$ cat src/rtl/arbitro_vc_destino_pkg.sv
// Shared definitions for the VC-to-destination arbiter and the control FSM
// status decoding that reads its state.
package arbitro_vc_destino_pkg;

    // Arbiter state encoding, also decoded by the control FSM.
    typedef enum logic [1:0] {
        ST_IDLE    = 2'b00,
        ST_GNT_VC0 = 2'b01,
        ST_GNT_VC1 = 2'b10
    } arb_state_e;

    // Data word width of the switch datapath.
    localparam int ARB_BW       = 6;
    // Head-word bit that selects the destination FIFO (0 -> D0, 1 -> D1).
    localparam int ARB_DEST_BIT = 4;
    // Width of the consecutive-VC0-grant counter.
    localparam int ARB_CNT_W    = 4;

endpackage : arbitro_vc_destino_pkg

$ cat src/rtl/arbitro_vc_destino.sv
// Scheduler between the two virtual-channel FIFOs and the two destination
// FIFOs. At most one head word is popped per cycle. That word is pushed into
// its destination one cycle later. VC0 has priority, but a consecutive-grant
// counter forces a VC1 grant after MAX_CONSEC VC0 grants while VC1 waits.
//
// state      | meaning
// -----------+---------------------------------------------------
// ST_IDLE    | no grant was issued in the previous cycle
// ST_GNT_VC0 | VC0 was granted in the previous cycle
// ST_GNT_VC1 | VC1 was granted in the previous cycle
module arbitro_vc_destino
    import arbitro_vc_destino_pkg::*;
#(
    parameter int BW         = ARB_BW,
    parameter int DEST_BIT   = ARB_DEST_BIT,
    parameter int MAX_CONSEC = 4
) (
    input  logic          clk,
    input  logic          reset,
    input  logic          active,
    input  logic          vc0_empty,
    input  logic          vc1_empty,
    input  logic [BW-1:0] vc0_data,
    input  logic [BW-1:0] vc1_data,
    input  logic          d0_almost_full,
    input  logic          d1_almost_full,
    output logic          pop_vc0,
    output logic          pop_vc1,
    output logic          push_d0,
    output logic          push_d1,
    output logic [BW-1:0] data_out,
    output logic [1:0]    arb_state
);

    localparam logic [ARB_CNT_W-1:0] MAX_CNT = ARB_CNT_W'(MAX_CONSEC);

    logic                 elig0;
    logic                 elig1;
    logic                 gnt0;
    logic                 gnt1;
    logic                 dest0;
    logic                 dest1;

    logic [ARB_CNT_W-1:0] cnt_q;
    logic [ARB_CNT_W-1:0] cnt_d;
    logic                 push_d0_q;
    logic                 push_d0_d;
    logic                 push_d1_q;
    logic                 push_d1_d;
    logic [BW-1:0]        data_out_q;
    logic [BW-1:0]        data_out_d;
    arb_state_e           state_q;
    arb_state_e           state_d;

    // Eligibility and grant selection. Reset masks eligibility so no pop
    // escapes while reset is held.
    always_comb begin
        dest0 = vc0_data[DEST_BIT];
        dest1 = vc1_data[DEST_BIT];
        elig0 = active & ~reset & ~vc0_empty
              & ~(dest0 ? d1_almost_full : d0_almost_full);
        elig1 = active & ~reset & ~vc1_empty
              & ~(dest1 ? d1_almost_full : d0_almost_full);
        gnt0  = elig0 & (~elig1 | (cnt_q < MAX_CNT));
        gnt1  = elig1 & ~gnt0;
    end

    // Next values for the push stage and the consecutive-grant counter.
    always_comb begin
        push_d0_d  = 1'b0;
        push_d1_d  = 1'b0;
        data_out_d = data_out_q;
        cnt_d      = cnt_q;
        if (gnt0) begin
            data_out_d = vc0_data;
            push_d0_d  = ~dest0;
            push_d1_d  = dest0;
            if (elig1 && (cnt_q < MAX_CNT)) begin
                cnt_d = cnt_q + 1'b1;
            end
        end else if (gnt1) begin
            data_out_d = vc1_data;
            push_d0_d  = ~dest1;
            push_d1_d  = dest1;
            cnt_d      = '0;
        end
    end

    // Push stage and counter registers; reset drops any in-flight push.
    always_ff @(posedge clk or posedge reset) begin
        if (reset) begin
            push_d0_q  <= 1'b0;
            push_d1_q  <= 1'b0;
            data_out_q <= '0;
            cnt_q      <= '0;
        end else begin
            push_d0_q  <= push_d0_d;
            push_d1_q  <= push_d1_d;
            data_out_q <= data_out_d;
            cnt_q      <= cnt_d;
        end
    end

    // FSM state register.
    always_ff @(posedge clk or posedge reset) begin
        if (reset) begin
            state_q <= ST_IDLE;
        end else begin
            state_q <= state_d;
        end
    end

    // FSM next state follows the grant issued this cycle.
    always_comb begin
        state_d = ST_IDLE;
        if (gnt0) begin
            state_d = ST_GNT_VC0;
        end else if (gnt1) begin
            state_d = ST_GNT_VC1;
        end
    end

    // FSM and datapath outputs; pops are combinational with the grant.
    always_comb begin
        pop_vc0   = gnt0;
        pop_vc1   = gnt1;
        push_d0   = push_d0_q;
        push_d1   = push_d1_q;
        data_out  = data_out_q;
        arb_state = state_q;
    end

endmodule : arbitro_vc_destino

$ cat config.mk
export PLATFORM = sky130hd
export DESIGN_NAME = arbitro_vc_destino
export DESIGN_NICKNAME = d
export VERILOG_FILES = /design/src/rtl/arbitro_vc_destino_pkg.sv /design/src/rtl/arbitro_vc_destino.sv
export SDC_FILE = /design/constraint.sdc
export NUM_CORES = 1
export LEC_CHECK = 0
export CAP_MARGIN = 40
export CORE_UTILIZATION = 35
export DETAILED_ROUTE_END_ITERATION = 10
export HOLD_SLACK_MARGIN = 0.03
export PLACE_DENSITY = 0.69
export SETUP_SLACK_MARGIN = 0.2
export SLEW_MARGIN = 20
export SYNTH_ARGS = -nofsm -noshare
export SYNTH_HDL_FRONTEND = slang
export SYNTH_SLANG_ARGS = --single-unit
$ cat constraint.sdc
create_clock -name clk -period 1.5 [get_ports clk]
set_clock_uncertainty 0.15 [all_clocks]
set_input_delay 0.3 -clock clk [delete_from_list [all_inputs] [get_ports clk]]
set_output_delay 0.3 -clock clk [all_outputs]
set_load 0.03 [all_outputs]
==> results.sh, run 1 <==
export IMPL_run_status="finished, violations left"
export IMPL_violations="setup timing"
export IMPL_tightest_slew_ps=317
export IMPL_fp_dieW_um=47.3
export IMPL_die_height_um=47.3
export IMPL_ant_nets=0
export IMPL_cp_end_kind="primary output"
export IMPL_grt_pass1_wl_mm=2.81
export IMPL_maxSlewHeadroom_pct=78.9
export IMPL_switching_power_w=0.000332
export IMPL_antenna_found_initial=0
export IMPL_yosysUniqueCellTypes=21
export IMPL_coreArea_um2=1940
export IMPL_rsz0062_at_grt="yes"
export IMPL_critPathMaxFanout=3
export IMPL_dieArea_um2=2240
export IMPL_hold_end="push_d1$_DFF_PP0_"
export IMPL_ir_drop_mv=0.562
export IMPL_drt_wl_total_mm=1.96
export IMPL_grt_pass1_vias=689
export IMPL_cts_htree_levels=1
export IMPL_port_buffers=30
export IMPL_drive_above_1_share_pct=50.4
export IMPL_n_fill_cell=147
export IMPL_r2r_end="push_d1$_DFF_PP0_"
export IMPL_cp_common_cell="buf_6"
export IMPL_cts_sinks=14
export IMPL_drv_slew=0
export IMPL_hp_start="vc1_data[4]"
export IMPL_netlist_instances=65
export IMPL_fin_tns_setup_ps=-922
export IMPL_pin_count=31
export IMPL_worst_path_buf_inv=3
export IMPL_drt_iter0_drc=19
export IMPL_period_share_pct=115
export IMPL_slowest_delay_ps=320
export IMPL_vias=739
export IMPL_gp_congestion=0.790
export IMPL_cts_tree="done"
export IMPL_track_usage_pct=17.8
export IMPL_initial_core_util_pct=37.0
export IMPL_numCtsBuffers=3
export IMPL_vias_per_cell=4.80
export IMPL_dp_hpwl_mm=1.42
export IMPL_setup_viol=8
export IMPL_grt_max_degree=11
export IMPL_fin_util_pct=69.5
export IMPL_root_buffer="clkbuf_4"
export IMPL_placementRows=16
export IMPL_pwr_share_seq_pct=39.9
export IMPL_firstDrtPassIters=5
export IMPL_ys_warn_count=0
export IMPL_synth_seq_cells=14
export IMPL_seq_area_frac_synth_pct=48.7
export IMPL_fin_ws_ps=-223
export IMPL_cp_arrival_ps=1270
export IMPL_syn_avg_cell_area_um2=11.1
export IMPL_startpoint_type="primary input"
export IMPL_synth_nets=85
export IMPL_hp_class="in2reg"
export IMPL_gr_total_overflow=0
export IMPL_antennaDiodeCount=0
export IMPL_crit_slowest_cell="mux2_4"
export IMPL_max_cap_violations=0
export IMPL_syn_area_um2=719
export IMPL_avgRoutedWirePerCell_um=12.7
export IMPL_switching_share_pct=30.0
export IMPL_nets=148
export IMPL_powerDensity_nw_per_um2=823
export IMPL_whs_path_depth=3
export IMPL_area_growth_pct=87.5
export IMPL_rrSetupSlack_ps=-120
export IMPL_path_depth=5
export IMPL_timing_fmax_ghz=0.580
export IMPL_critPathKind="in2out"
export IMPL_comb_power_share_pct=36.3
export IMPL_hold_viol_final=0
export IMPL_clk_insertion_delay_late_ps=270
export IMPL_timing_rr_start="cnt_q[2]$_DFFE_PP0P_"
export IMPL_r2r_cells=7
export IMPL_p_leak_nw=0.726
export IMPL_internal_power_w=0.000777
export IMPL_cp_top_family="buffers and inverters"
export IMPL_crit_required_ps=1050
export IMPL_critical_path_cell_chain="buf_2 > mux2_4 > buf_6 > a211oi_4 > buf_6"
export IMPL_pwr_share_clk_pct=23.8
export IMPL_clkTransAtPathRegs_ps=80
export IMPL_clk_path_buf_depth=2
export IMPL_fin_crit_ps=1720
export IMPL_drc=0
[power groups by stage]
stage / clock, W / combinational (W) / sequential, W
final: 0.000264 / 0.000402 / 0.000443
after CTS: 0.000277 / 0.000337 / 0.000435
after floorplan: 0 / 0.0000894 / 0.000522
after global placement: 0 / 0.000356 / 0.000443
after detailed placement: 0 / 0.000359 / 0.000444
after global routing: 0.000293 / 0.000434 / 0.000446
[how the worst max path moves through the flow]
stage | end | slack, ps | from
finish | pop_vc1 | -220 | vc1_data[4]
global route | pop_vc1 | -260 | cnt_q[2]$_DFFE_PP0P_
CTS | pop_vc1 | -230 | cnt_q[3]$_DFFE_PP0P_
detailed placement | pop_vc0 | -670 | vc1_data[4]
global placement | pop_vc0 | -660 | vc1_data[4]
floorplan | data_out[0]$_DFFE_PP0P_ | -220 | vc1_empty
[placed cells by master (no fill, tap or decap), types with 2 or more instances in the layout]
| cell | netlist | layout |
|---|---|---|
| a222oi_1 | 6 | 6 |
| buf_4 | 0 | 22 |
| buf_2 | 0 | 8 |
| nor3_2 | 0 | 2 |
| a21boi_0 | 3 | 3 |
| clkdlybuf4s50_1 | 0 | 10 |
| clkbuf_4 | 0 | 3 |
| inv_1 | 17 | 17 |
| a41o_1 | 2 | 2 |
| buf_6 | 0 | 12 |
| dfrtp_1 | 14 | 14 |
[layer usage]
metal | up-vias | GRT usage, % | routed length (um)
met5 | - | 0 | 0
met4 | 0 | 5.14 | 0
met1 | 348 | 20.9 | 817
li1 | 362 | - | -
met3 | 0 | 2.31 | 97
met2 | 29 | 33.4 | 1050
[what timing repair did]
action / 4_1_cts / 5_1_grt
hold buffers: 1 / 0
hold endpoints to repair: 4 / 0
setup endpoints to repair: 26 / 20
gates resized for setup: 85 / 23
pin swaps: 7 / 5
setup buffers: 5 / 4
[worst min-delay path: stages]
cell and delay [ps]:
buf_2 100, buf_4 120, a22o_4 120
[area by class of cell]
cell class	count	area (um^2)	share of cell area [%]
Clock buffer	4	36.3	2.69
Multi-Input combinational cell	34	359	26.6
Inverter	17	63.8	4.73
Tap cell	27	33.8	2.50
Timing Repair Buffer	58	505	37.5
Sequential cell	14	350	26.0
[registers in the layout, indices dropped and copies added, names as in the netlist]
register,count
data_out,6
cnt_q,4
arb_state,2
push_d0,1
push_d1,1
[synthesized netlist by cell type, drive strengths merged]
master | number | area, um^2
a211oi | 1 | 20.0
a21boi | 3 | 22.5
a222oi | 6 | 60.1
a22o | 2 | 20.0
a22oi | 1 | 7.51
a31o | 1 | 8.76
a41o | 2 | 20.0
and2 | 1 | 7.51
dfrtp | 14 | 350
ha | 1 | 12.5
inv | 17 | 63.8
mux2 | 1 | 15.0
mux2i | 2 | 20.0
nand2 | 1 | 3.75
nor2 | 2 | 7.51
nor2b | 1 | 6.26
nor3 | 3 | 15.0
nor3b | 3 | 22.5
o311a | 1 | 21.3
or3 | 1 | 6.26
or3b | 1 | 8.76
[kinds of logic (layout without fill, tap and decap cells)]
group,Yosys count,after routing,share of synthesized area (%)
compound gates,17,17,25.0
fa+ha+maj,1,1,1.74
buf+inv,17,79,8.87
flops,14,14,48.7
mux,3,3,4.87
simple gates,13,13,10.8
[through the flow]
| stage | setup WS, ps | cell area (um^2) | total power, W | hold slack, ps | cells |
|---|---|---|---|---|---|
| floorplan | -221 | 726 | 0.000611 | 39.2 | 65 |
| global placement | -660 | 1200 | 0.000799 | 366 | 140 |
| detailed placement | -674 | 1200 | 0.000803 | 372 | 140 |
| CTS | -229 | 1260 | 0.00105 | 248 | 150 |
| global route | -260 | 1350 | 0.00117 | 251 | 154 |
| finish | -223 | 1350 | 0.00111 | 253 | 154 |
(Power assumes the default switching activity.)
==> run 2, diff against run 1 <==
PLACE_DENSITY = 0.66   (was 0.69)
clock period = 1.59 ns   (was 1.5 ns; I/O delays follow)
==> results.sh, run 2 (same netlist as run 1, synthesis figures left out) <==
export IMPL_fin_crit_ps=1830
export IMPL_startpoint_type="primary input"
export IMPL_grt_pass1_wl_mm=3.22
export IMPL_placementRows=16
export IMPL_cp_end_kind="primary output"
export IMPL_gp_congestion=0.882
export IMPL_drt_wl_total_mm=2.11
export IMPL_final_cell_mix="buf_4 (26), inv_1 (17), dfrtp_1 (14), buf_2 (14), clkdlybuf4s50_1 (10)"
export IMPL_avgRoutedWirePerCell_um=13.5
export IMPL_antennaDiodeCount=0
export IMPL_drv_slew=0
export IMPL_gr_total_overflow=0
export IMPL_grt_max_degree=9
export IMPL_crit_required_ps=1120
export IMPL_rsz0062_at_grt="yes"
export IMPL_pin_count=31
export IMPL_clk_insertion_delay_late_ps=290
export IMPL_maxSlewHeadroom_pct=80.2
export IMPL_critPathKind="in2out"
export IMPL_initial_core_util_pct=37.0
export IMPL_cts_tree="done"
export IMPL_drc=0
export IMPL_tightest_slew_ps=297
export IMPL_max_cap_violations=0
export IMPL_firstDrtPassIters=7
export IMPL_powerDensity_nw_per_um2=782
export IMPL_period_share_pct=115
export IMPL_timing_fmax_ghz=0.548
export IMPL_hp_class="in2async"
export IMPL_fp_dieW_um=47.3
export IMPL_cts_sinks=14
export IMPL_antenna_found_initial=0
export IMPL_area_growth_pct=80.0
export IMPL_root_buffer="clkbuf_4"
export IMPL_layout_commonest_cell="buf_4"
export IMPL_clk_path_buf_depth=2
export IMPL_fin_ws_ps=-235
export IMPL_violations="setup timing"
export IMPL_cp_arrival_ps=1360
export IMPL_vias=782
export IMPL_die_height_um=47.3
export IMPL_ir_drop_mv=0.554
export IMPL_pre_cts_ws_ps=-965
export IMPL_critPathMaxFanout=4
export IMPL_setup_viol=8
export IMPL_nets=150
export IMPL_ant_nets=0
export IMPL_run_status="finished, violations left"
export IMPL_largest_reg_flops=6
export IMPL_top_layer_used="met4"
export IMPL_cts_htree_levels=1
export IMPL_met2WireLength_mm=1.09
export IMPL_dieArea_um2=2240
export IMPL_drive_above_1_share_pct=51.9
export IMPL_grt_pass1_vias=774
export IMPL_ctsHoldBuffers=0
export IMPL_fin_total_pwr_w=0.00101
export IMPL_p_leak_nw=0.712
export IMPL_numCtsBuffers=3
export IMPL_dp_hpwl_mm=1.55
export IMPL_track_usage_pct=21.2
export IMPL_clkTransAtPathRegs_ps=100
export IMPL_hold_viol_final=0
export IMPL_drt_iter0_drc=42
export IMPL_wl_met1_um=881
export IMPL_route_met3_wl_um=103
export IMPL_port_buffers=30
export IMPL_coreArea_um2=1940
export IMPL_vias_per_cell=5.01
## run 2: path summary, 6_finish.rpt
check	startpoint	end	slack, ps	depth (start not counted)
min in group clk	vc1_data[4]	push_d1$_DFF_PP0_	230	3
hold reg to reg	data_out[0]$_DFFE_PP0P_	data_out[0]$_DFFE_PP0P_	380	2
setup / recovery	vc0_data[4]	pop_vc1	-240	5
hold / removal	reset	push_d0$_DFF_PP0_	120	5
setup reg to reg	cnt_q[2]$_DFFE_PP0P_	data_out[3]$_DFFE_PP0P_	-130	7
max in group asynchronous	reset	data_out[3]$_DFFE_PP0P_	1030	5
## run 2: stage by stage
| stage | cells | utilization, % | cell area [um^2] | TNS (ps) | hold WS (ps) |
|---|---|---|---|---|---|
| final | 156 | 66.7 | 1290 | -975 | 116 |
| after global routing | 156 | 66.7 | 1290 | -1850 | 142 |
| after CTS | 155 | 65.7 | 1280 | -1070 | 113 |
| after global placement | 146 | 63.7 | 1240 | -8490 | 361 |
| after detailed placement | 146 | 63.7 | 1240 | -8740 | 369 |
| after floorplan | 65 | - | 726 | -954 | 57.2 |
## run 2: critical path, cell delays in order
cell and delay (ps):
dlygate4sd2_1 260, mux2i_2 170, buf_4 160, a211oi_4 270, buf_6 170
## run 2: area by class of cell
type / instances / area [um^2]
Sequential cell: 14 / 350
Timing Repair Buffer: 60 / 460
Inverter: 17 / 63.8
Fill cell: 150 / 647
Tap cell: 27 / 33.8
Multi-Input combinational cell: 34 / 350
Clock buffer: 4 / 36.3
## run 2: layer usage
layer / track usage (%) / vias to the layer above
met2: 35.6 / 31
met5: 0 / -
met3: 3.85 / 4
met1: 24.9 / 382
li1: - / 365
met4: 12.6 / 0
## run 2: power by group
| part | internal (W) | switching (W) | leakage [nW] |
|---|---|---|---|
| clock network | 0.000140 | 0.000135 | 0.0210 |
| logic | 0.000149 | 0.000179 | 0.517 |
| registers | 0.000393 | 0.0000162 | 0.174 |
| total | 0.000682 | 0.000330 | 0.712 |
## run 2: what timing repair did
action / in CTS / in global routing
setup endpoints to repair: 26 / 14
gates resized for setup: 87 / 6
buffers inserted: 5 / 1
pin swaps: 6 / 4
==> run 3, diff against run 2 <==
CAP_MARGIN = 10   (was 40)
CORE_UTILIZATION = 40   (was 35)
PLACE_DENSITY = 0.74   (was 0.66)
==> results.sh, run 3 (same netlist as run 1, synthesis figures left out) <==
export IMPL_antenna_found_initial=0
export IMPL_vias=748
export IMPL_final_cell_mix="buf_4 (19), inv_1 (17), dfrtp_1 (14), buf_2 (13), clkdlybuf4s50_1 (10)"
export IMPL_cts_htree_levels=1
export IMPL_layout_cells_non_filler=145
export IMPL_max_cap_violations=0
export IMPL_p_leak_nw=0.669
export IMPL_hp_start="vc1_data[4]"
export IMPL_avgRoutedWirePerCell_um=14.6
export IMPL_run_status="finished, violations left"
export IMPL_initial_core_util_pct=45.1
export IMPL_r2r_end="push_d1$_DFF_PP0_"
export IMPL_startpoint_type="flip-flop"
export IMPL_slowest_delay_ps=390
export IMPL_whs_path_depth=3
export IMPL_rsz0062_at_grt="yes"
export IMPL_r2r_cells=5
export IMPL_timing_rr_start="cnt_q[2]$_DFFE_PP0P_"
export IMPL_fin_util_pct=77.9
export IMPL_ir_drop_mv=0.606
export IMPL_cts_sinks=14
export IMPL_critical_path_cell_chain="nor3_2 > buf_4 > a211oi_4 > buf_6"
export IMPL_layout_commonest_cell="buf_4"
export IMPL_critPathKind="reg2out"
export IMPL_firstDrtPassIters=4
export IMPL_nets=143
export IMPL_drive_above_1_share_pct=47.9
export IMPL_critPathMaxFanout=3
export IMPL_fin_crit_ps=1770
export IMPL_clkTransAtPathRegs_ps=80
export IMPL_crit_required_ps=1120
export IMPL_n_fill_cell=112
export IMPL_largest_reg_flops=6
export IMPL_clk_path_buf_depth=2
export IMPL_ant_nets=0
export IMPL_die_height_um=44.4
export IMPL_vias_per_cell=5.16
export IMPL_grt_pass1_wl_mm=3.39
export IMPL_powerDensity_nw_per_um2=761
export IMPL_drt_iter0_drc=16
export IMPL_clk_insertion_delay_late_ps=290
export IMPL_area_growth_pct=72.5
export IMPL_hold_end="push_d1$_DFF_PP0_"
export IMPL_port_buffers=30
export IMPL_cp_top_family="flip-flops"
export IMPL_placed_cells=137
export IMPL_fp_dieW_um=44.4
export IMPL_cts_tree="done"
export IMPL_setup_viol=2
export IMPL_numCtsBuffers=3
export IMPL_cp_end_kind="primary output"
export IMPL_antennaDiodeCount=0
export IMPL_pin_count=31
export IMPL_placementRows=14
export IMPL_gp_congestion=0.807
export IMPL_worst_path_buf_inv=2
export IMPL_maxSlewHeadroom_pct=81.0
export IMPL_gr_total_overflow=0
export IMPL_drc=0
export IMPL_cp_arrival_ps=1300
export IMPL_track_usage_pct=24.5
export IMPL_drt_wl_total_mm=2.12
export IMPL_hp_class="in2reg"
export IMPL_drv_slew=0
export IMPL_grt_pass1_vias=784
export IMPL_period_share_pct=111
export IMPL_grt_max_degree=9
export IMPL_crit_slowest_cell="dfrtp_1"
export IMPL_coreArea_um2=1590
export IMPL_dp_hpwl_mm=1.54
export IMPL_dieArea_um2=1970
export IMPL_timing_fmax_ghz=0.567
export IMPL_fin_ws_ps=-175
export IMPL_violations="setup timing"
export IMPL_root_buffer="clkbuf_4"
export IMPL_rrSetupSlack_ps=0
export IMPL_tightest_slew_ps=277
export IMPL_hold_viol_final=0
## run 3: cell count changes in the layout (fill, tap and decap cells not counted), sizes merged
| cell | before | now |
|---|---|---|
| buf | 46 | 38 |
| clkbuf | 6 | 4 |
| clkdlybuf4s15 | 0 | 2 |
| dlygate4sd2 | 2 | 1 |
| dlygate4sd3 | 0 | 1 |
## run 3: how the worst max path moves through the flow
stage | start | end | slack (ps) | cells past startpoint
after floorplan | vc1_empty | data_out[0]$_DFFE_PP0P_ | -150 | 3
after global placement | vc1_data[4] | pop_vc0 | -610 | 4
after detailed placement | vc1_data[4] | pop_vc0 | -620 | 4
after CTS | cnt_q[2]$_DFFE_PP0P_ | pop_vc1 | -190 | 4
after global routing | cnt_q[2]$_DFFE_PP0P_ | pop_vc1 | -220 | 4
final | cnt_q[2]$_DFFE_PP0P_ | pop_vc1 | -180 | 4
## run 3: area by class of cell
type,instances,area (um^2),area share [%]
inverter,17,63.8,5.14
clock buffer,3,22.5,1.81
sequential,14,350,28.2
multi-input combinational,34,345,27.8
tap,24,30.0,2.42
timing repair buffer,53,429,34.6
## run 3: routing by layer
metal,up-vias,global-route usage (%),routed length (um)
met1,374,25.4,841
met4,0,12.7,45
met5,-,0,0
met3,5,6.12,97
met2,21,45.0,1130
li1,348,-,-
## run 3: metrics by stage
stage / hold WS [ps] / worst slack (ps) / power (W) / area [um^2] / TNS (ps)
final: 226 / -175 / 0.000945 / 1240 / -327
after detailed placement: 372 / -623 / 0.000761 / 1200 / -7680
after global placement: 366 / -607 / 0.000754 / 1200 / -7330
after floorplan: 57.2 / -149 / 0.000576 / 726 / -954
after global routing: 245 / -216 / 0.000985 / 1240 / -594
after CTS: 219 / -191 / 0.000946 / 1230 / -321
## run 3: tightest hold or removal path, delay by kind of cell
family                 cells  cell delay [ps]
AOI/OAI and AO/OA          1              130
buffers and inverters      2              190
## run 3: where the power goes
group | internal (W) | switching, W
Clock | 0.0000884 | 0.000121
Sequential | 0.000393 | 0.0000180
Combinational | 0.000147 | 0.000177
## run 3: what timing repair did
action                     CTS  global route
hold buffers                 1             0
pin swaps                    6             4
setup endpoints to repair   26            13
hold endpoints to repair     6             0
resized for setup           83             5
setup buffers                4             0
cloned                       0             0
